===== src/rtl/cart_position_monitor.sv =====
// rtl/cart_position_monitor.sv - two-bit cart position decoder with step, reversal, stall and fault tracking
module cart_position_monitor #(
    parameter int STALL_LIMIT = 16
) (
    input  logic       CLK,
    input  logic       RESET,
    input  logic [7:0] POS,
    input  logic       CLR,
    output logic [2:0] IDX,
    output logic       VALID,
    output logic       MOVE_R,
    output logic       MOVE_L,
    output logic [7:0] STEPS,
    output logic [3:0] REVERSALS,
    output logic       AT_LEFT,
    output logic       AT_RIGHT,
    output logic       FAULT,
    output logic [1:0] STATE
);

    typedef enum logic [1:0] {
        ST_IDLE  = 2'd0,
        ST_RIGHT = 2'd1,
        ST_LEFT  = 2'd2,
        ST_FAULT = 2'd3
    } state_t;

    state_t     state_q;
    logic [2:0] last_idx;
    logic [7:0] stall_cnt;
    logic [7:0] stall_next;
    logic [2:0] dec_idx;
    logic       dec_valid;
    logic       step_r;
    logic       step_l;
    logic       hold;

    assign STATE      = state_q;
    assign stall_next = stall_cnt + 8'd1;

    // Decode the cart pattern and classify it against the last legal index
    always_comb begin
        dec_idx   = 3'd7;
        dec_valid = 1'b0;
        for (int k = 0; k < 7; k++) begin
            if (POS == (8'hC0 >> k)) begin
                dec_idx   = 3'(k);
                dec_valid = 1'b1;
            end
        end
        // Widened to 4 bits so index 6/7 arithmetic cannot wrap
        step_r = dec_valid && ({1'b0, dec_idx} == ({1'b0, last_idx} + 4'd1));
        step_l = dec_valid && (({1'b0, dec_idx} + 4'd1) == {1'b0, last_idx});
        hold   = dec_valid && (dec_idx == last_idx);
    end

    // Registered decode, motion tracking and state machine
    always_ff @(posedge CLK or posedge RESET) begin
        if (RESET) begin
            IDX       <= 3'd0;
            VALID     <= 1'b1;
            AT_LEFT   <= 1'b1;
            AT_RIGHT  <= 1'b0;
            MOVE_R    <= 1'b0;
            MOVE_L    <= 1'b0;
            STEPS     <= 8'd0;
            REVERSALS <= 4'd0;
            FAULT     <= 1'b0;
            state_q   <= ST_IDLE;
            last_idx  <= 3'd0;
            stall_cnt <= 8'd0;
        end else begin
            IDX      <= dec_idx;
            VALID    <= dec_valid;
            AT_LEFT  <= dec_valid && (dec_idx == 3'd0);
            AT_RIGHT <= dec_valid && (dec_idx == 3'd6);
            MOVE_R   <= 1'b0;
            MOVE_L   <= 1'b0;
            if (dec_valid) begin
                last_idx <= dec_idx;
            end

            if (CLR) begin
                STEPS     <= 8'd0;
                REVERSALS <= 4'd0;
                FAULT     <= 1'b0;
                stall_cnt <= 8'd0;
                state_q   <= ST_IDLE;
            end else if (state_q == ST_FAULT) begin
                // Counters and pulses stay frozen until CLR or RESET
            end else if (!(step_r || step_l || hold)) begin
                FAULT     <= 1'b1;
                state_q   <= ST_FAULT;
                stall_cnt <= 8'd0;
            end else if (step_r || step_l) begin
                MOVE_R    <= step_r;
                MOVE_L    <= step_l;
                stall_cnt <= 8'd0;
                if (STEPS != 8'hFF) begin
                    STEPS <= STEPS + 8'd1;
                end
                case (state_q)
                    ST_IDLE:  state_q <= step_r ? ST_RIGHT : ST_LEFT;
                    ST_RIGHT: if (step_l) begin
                        state_q <= ST_LEFT;
                        if (REVERSALS != 4'hF) REVERSALS <= REVERSALS + 4'd1;
                    end
                    ST_LEFT:  if (step_r) begin
                        state_q <= ST_RIGHT;
                        if (REVERSALS != 4'hF) REVERSALS <= REVERSALS + 4'd1;
                    end
                    default:  state_q <= ST_FAULT;
                endcase
            end else if (state_q == ST_RIGHT || state_q == ST_LEFT) begin
                if (stall_next >= 8'(STALL_LIMIT)) begin
                    state_q   <= ST_IDLE;
                    stall_cnt <= 8'd0;
                end else begin
                    stall_cnt <= stall_next;
                end
            end
        end
    end

endmodule


===== config.mk =====
export PLATFORM = sky130hd
export DESIGN_NAME = cart_position_monitor
export DESIGN_NICKNAME = d
export VERILOG_FILES = /design/src/rtl/cart_position_monitor.sv
export SDC_FILE = /design/constraint.sdc
export NUM_CORES = 1
export LEC_CHECK = 0
export ABC_AREA = 1
export CAP_MARGIN = 10
export CORE_AREA = 10 10 76 78
export CTS_BUF_LIST = sky130_fd_sc_hd__clkbuf_8
export DETAILED_ROUTE_END_ITERATION = 10
export DIE_AREA = 0 0 86 88
export GPL_TIMING_DRIVEN = 1
export PLACE_DENSITY = 0.87
export REMOVE_ABC_BUFFERS = 1
export SETUP_SLACK_MARGIN = 0.1
export SLEW_MARGIN = 10
export SYNTH_ARGS = -nofsm -noshare
export SYNTH_HDL_FRONTEND = slang
export SYNTH_SLANG_ARGS = --single-unit

===== constraint.sdc =====
create_clock -name CLK -period 2.2 [get_ports CLK]
set_input_delay 0.44 -clock CLK [delete_from_list [all_inputs] [get_ports CLK]]
set_output_delay 0.44 -clock CLK [all_outputs]
set_load 0.02 [all_outputs]

==> impl_metrics.py <==
metrics = {
    "run_status": {
        "status": "finished with violations",
        "violations": "setup timing",
    },
    "synthesis": {
        "synth_edf_count": 0,
        "ys_ff_latch": 34,
        "postSynth.asyncResetShare_pct": 100,
        "synth.mux.area_fraction_pct": 0,
        "synth_simple_gate_area_share_pct": 36.4,
        "synth_compound_area_share_pct": 7.82,
        "syn_inst": 311,
        "synth_fa_ha_area_share_pct": 6.43,
        "seq_area_frac_synth_pct": 36.5,
        "ys.flop_type": "dfrtp_1",
        "yosys_warnings": 0,
        "yosysUniqueCellTypes": 29,
        "synth_xor_area_share_pct": 2.63,
        "syn_avg_cell_area_sq_um": 7.51,
        "synth_top_family_by_area": "simple AND/OR/NAND/NOR gates",
        "syn_area_sq_um": 2330,
    },
    "finish": {
        "most-common-layout-cells": "50 x buf_4, 49 x inv_1, 42 x nand2_1",
        "final_common_cell": "buf_4",
        "layout-drive-gt1-share_pct": 41.4,
        "area_growth_pct": 53.3,
        "antenna_cells": 0,
        "fill_cells": 218,
        "design_area_sq_um": 3580,
        "final_cells": 463,
        "nets": 433,
    },
    "drt": {
        "drt-met1-wl_um": 3330,
        "wl_met3_um": 779,
        "vias": 2819,
        "dr.max_layer_used": "met4",
        "drtIter0Drc": 345,
        "routedWlPerCell_um": 19.8,
        "vias_per_cell": 6.09,
        "postRouteAntennaNets": 0,
        "wl_met2_um": 4400,
        "finalWirelength_um": 9160,
        "drtPass1Iterations": 6,
        "drc": 0,
    },
    "worst_setup_path": {
        "end_kind": "flip-flop",
        "crit_family": "simple AND/OR/NAND/NOR gates",
        "timing.rr.start": "last_idx[1]$_DFFE_PP0P_",
        "critPathLaunch": "POS[3]",
        "worstReg2RegEnd": "STATE[0]$_DFFE_PP0P_",
        "rrSetupSlack_ns": 0.04,
        "critical_path_arrival_ns": 2.60,
        "slowest_stage": "ha_4",
        "path_common_cell": "nor2_1",
        "required_ns": 2.38,
        "critPathKind": "primary input to flip-flop",
        "max_stage_delay_ns": 0.28,
        "setup.worst_path.end": "STATE[0]$_DFFE_PP0P_",
        "cp_cell_sequence": "buf_6, buf_6, nor2_1, nand2_1, nor2_2, nor2_1, nand2_2, inv_2, ha_4, xor2_2, nand2_2, nor2_4, nand2_4, nand2_4, buf_6, nand2_2, nor2_1, nor2_1, nand2_1, nand2_1",
        "crit_path_max_fanout": 4,
        "path_depth": 20,
        "cp_num_buf_inv": 4,
        "ff2ff_path_depth": 14,
        "start_kind": "primary input",
    },
    "floorplanning": {
        "die_w_um": 86,
        "ioPinCount": 34,
        "die_h_um": 88,
        "start_util_pct": 54.4,
        "core_area_sq_um": 4290,
        "die_area_sq_um": 7570,
        "rows": 24,
    },
    "clock_tree": {
        "ctsHtreeMaxLevel": 2,
        "clkTransAtPathRegs_ns": 0.09,
        "numCtsBuffers": 5,
        "cts-root-buf": "clkbuf_8",
        "clock_sinks": 34,
        "cts_tree": "done",
        "clkLatencyLatePin_ns": 0.31,
        "clockBufferDepth": 2,
    },
    "timing": {
        "relSlewSlack_pct": 70.3,
        "fin_ws_ns": -0.224,
        "finalCritPeriodShare_pct": 110,
        "maxSlewViolCount": 0,
        "fmax_mhz": 413,
        "setup-tns-final_ns": -2.90,
        "worst_slew_pin_slew_ns": 0.445,
        "hold_viol_final": 0,
        "rsz0062_at_grt": "true",
        "finalSetupViolations": 22,
        "fin_worst_skew_ns": 0.0201,
        "fin_crit_ns": 2.42,
    },
    "placement": {
        "gp_congestion": 0.850,
        "dpl_cell_area_sq_um": 3020,
        "place_ws_ns": -0.734,
        "dp.cells": 432,
        "io_buffers": 33,
        "dp_hpwl_um": 4580,
    },
    "grt": {
        "grt_pass1_vias": 2725,
        "antenna_found_initial": 0,
        "grt_pass1_wl_um": 12600,
        "grtUsageTotal_pct": 20.4,
        "grt.overflow.total": 0,
        "grt_max_degree": 35,
    },
    "power_and_ir_drop": {
        "power_density_nw_per_um2": 554,
        "peakVddDrop_mv": 0.313,
        "leakage_nw": 1.78,
    },
    "min_path": {
        "hp-class": "primary input to asynchronous set/reset pin",
    },
    "flow_run": {
        "drv_cap": 0,
    },
}
cell type report:
| cell class | instances | area (sq um) | share of cell area, % |
|---|---|---|---|
| Sequential cell | 34 | 853 | 23.8 |
| Tap cell | 52 | 65.1 | 1.82 |
| Inverter | 56 | 215 | 6.01 |
| Timing Repair Buffer | 95 | 857 | 23.9 |
| Clock buffer | 5 | 68.8 | 1.92 |
| Clock inverter | 3 | 13.8 | 0.384 |
| Multi-Input combinational cell | 218 | 1510 | 42.1 |
what timing repair did:
| action | in CTS | in global routing |
|---|---|---|
| pin swaps | 30 | 30 |
| resized for setup | 79 | 50 |
| setup endpoints to repair | 25 | 23 |
| buffers inserted | 20 | 6 |
| hold buffers | 0 | 0 |
cell usage after synthesis, types with 3 or more instances:
library cell  instances  area share (%)
nand4_1               8             2.1
dfrtp_1              32              34
inv_2                 3            0.48
nand3_2               3             1.3
ha_1                 12             6.4
a21oi_1               4            0.86
xor2_1                7             2.6
o21ai_2               6             2.3
inv_1                52             8.4
nor2_2                8             2.1
a31oi_1               6             1.6
o21ai_0               7             1.5
nor3_1                6             1.3
nor2_1               39             6.3
nor2_4                4             1.9
nand3_1              21             4.5
nand2_2              11             2.9
o21ai_1               3            0.64
nand2_1              62              10
nand2_4               6             2.9
state kept, by name, summed over array words and instances, names as in the netlist:
signal / cells
stall_cnt: 8
IDX: 3
last_idx: 3
STATE: 2
STEPS: 8
FAULT: 1
VALID: 1
REVERSALS: 4
MOVE_L: 1
AT_RIGHT: 1
MOVE_R: 1
AT_LEFT: 1
kinds of logic (layout without fill, tap and decap cells):
group | Yosys count | in the layout
AO/OA/AOI/OAI | 29 | 29
buffers and inverters | 59 | 159
XOR/XNOR | 7 | 7
flip-flops | 34 | 34
adder cells (fa/ha/maj) | 12 | 12
AND/OR/NAND/NOR | 170 | 170
metrics by stage:
| stage | hold WS [ns] | power, W | utilization, % |
|---|---|---|---|
| 6_report | 0.528 | 0.00198 | 83.4 |
| 5_1_grt | 0.557 | 0.00204 | 83.4 |
| 4_1_cts | 0.519 | 0.00184 | 78.8 |
| 3_5_place_dp | 0.511 | 0.00130 | 70.3 |
| 3_3_place_gp | 0.494 | 0.00127 | 70.3 |
| 2_1_floorplan | 0.472 | 0.00106 | - |
tightest hold or removal path, stage by stage:
cell	delay, ns
clkdlybuf4s50_1	0.40
inv_1	0.05
buf_4	0.39
how the worst min path moves through the flow:
stage / from / endpoint / slack, ns / cells after the start
floorplan: stall_cnt[2]$_DFFE_PP0P_ / stall_cnt[2]$_DFFE_PP0P_ / 0.47 / 2
global placement: FAULT$_DFFE_PP0P_ / FAULT$_DFFE_PP0P_ / 0.49 / 2
detailed placement: stall_cnt[6]$_DFFE_PP0P_ / stall_cnt[6]$_DFFE_PP0P_ / 0.51 / 2
CTS: FAULT$_DFFE_PP0P_ / FAULT$_DFFE_PP0P_ / 0.52 / 2
global route: stall_cnt[2]$_DFFE_PP0P_ / stall_cnt[2]$_DFFE_PP0P_ / 0.56 / 2
finish: RESET / MOVE_R$_DFF_PP0_ / 0.53 / 3
metal layers:
metal | up-vias | GRT usage (%)
li1 | 1178 | -
met5 | - | 0
met2 | 245 | 37.4
met1 | 1318 | 21.0
met3 | 78 | 4.27
met4 | 0 | 12.0
where the power goes:
part | leakage (nW) | total, W | internal (W) | switching (W)
clock network | 0.0491 | 0.000481 | 0.000215 | 0.000266
logic | 1.30 | 0.000752 | 0.000313 | 0.000438
registers | 0.431 | 0.000748 | 0.000675 | 0.0000738
total | 1.78 | 0.00198 | 0.00120 | 0.000778
Power figures use the tool's default switching activity.
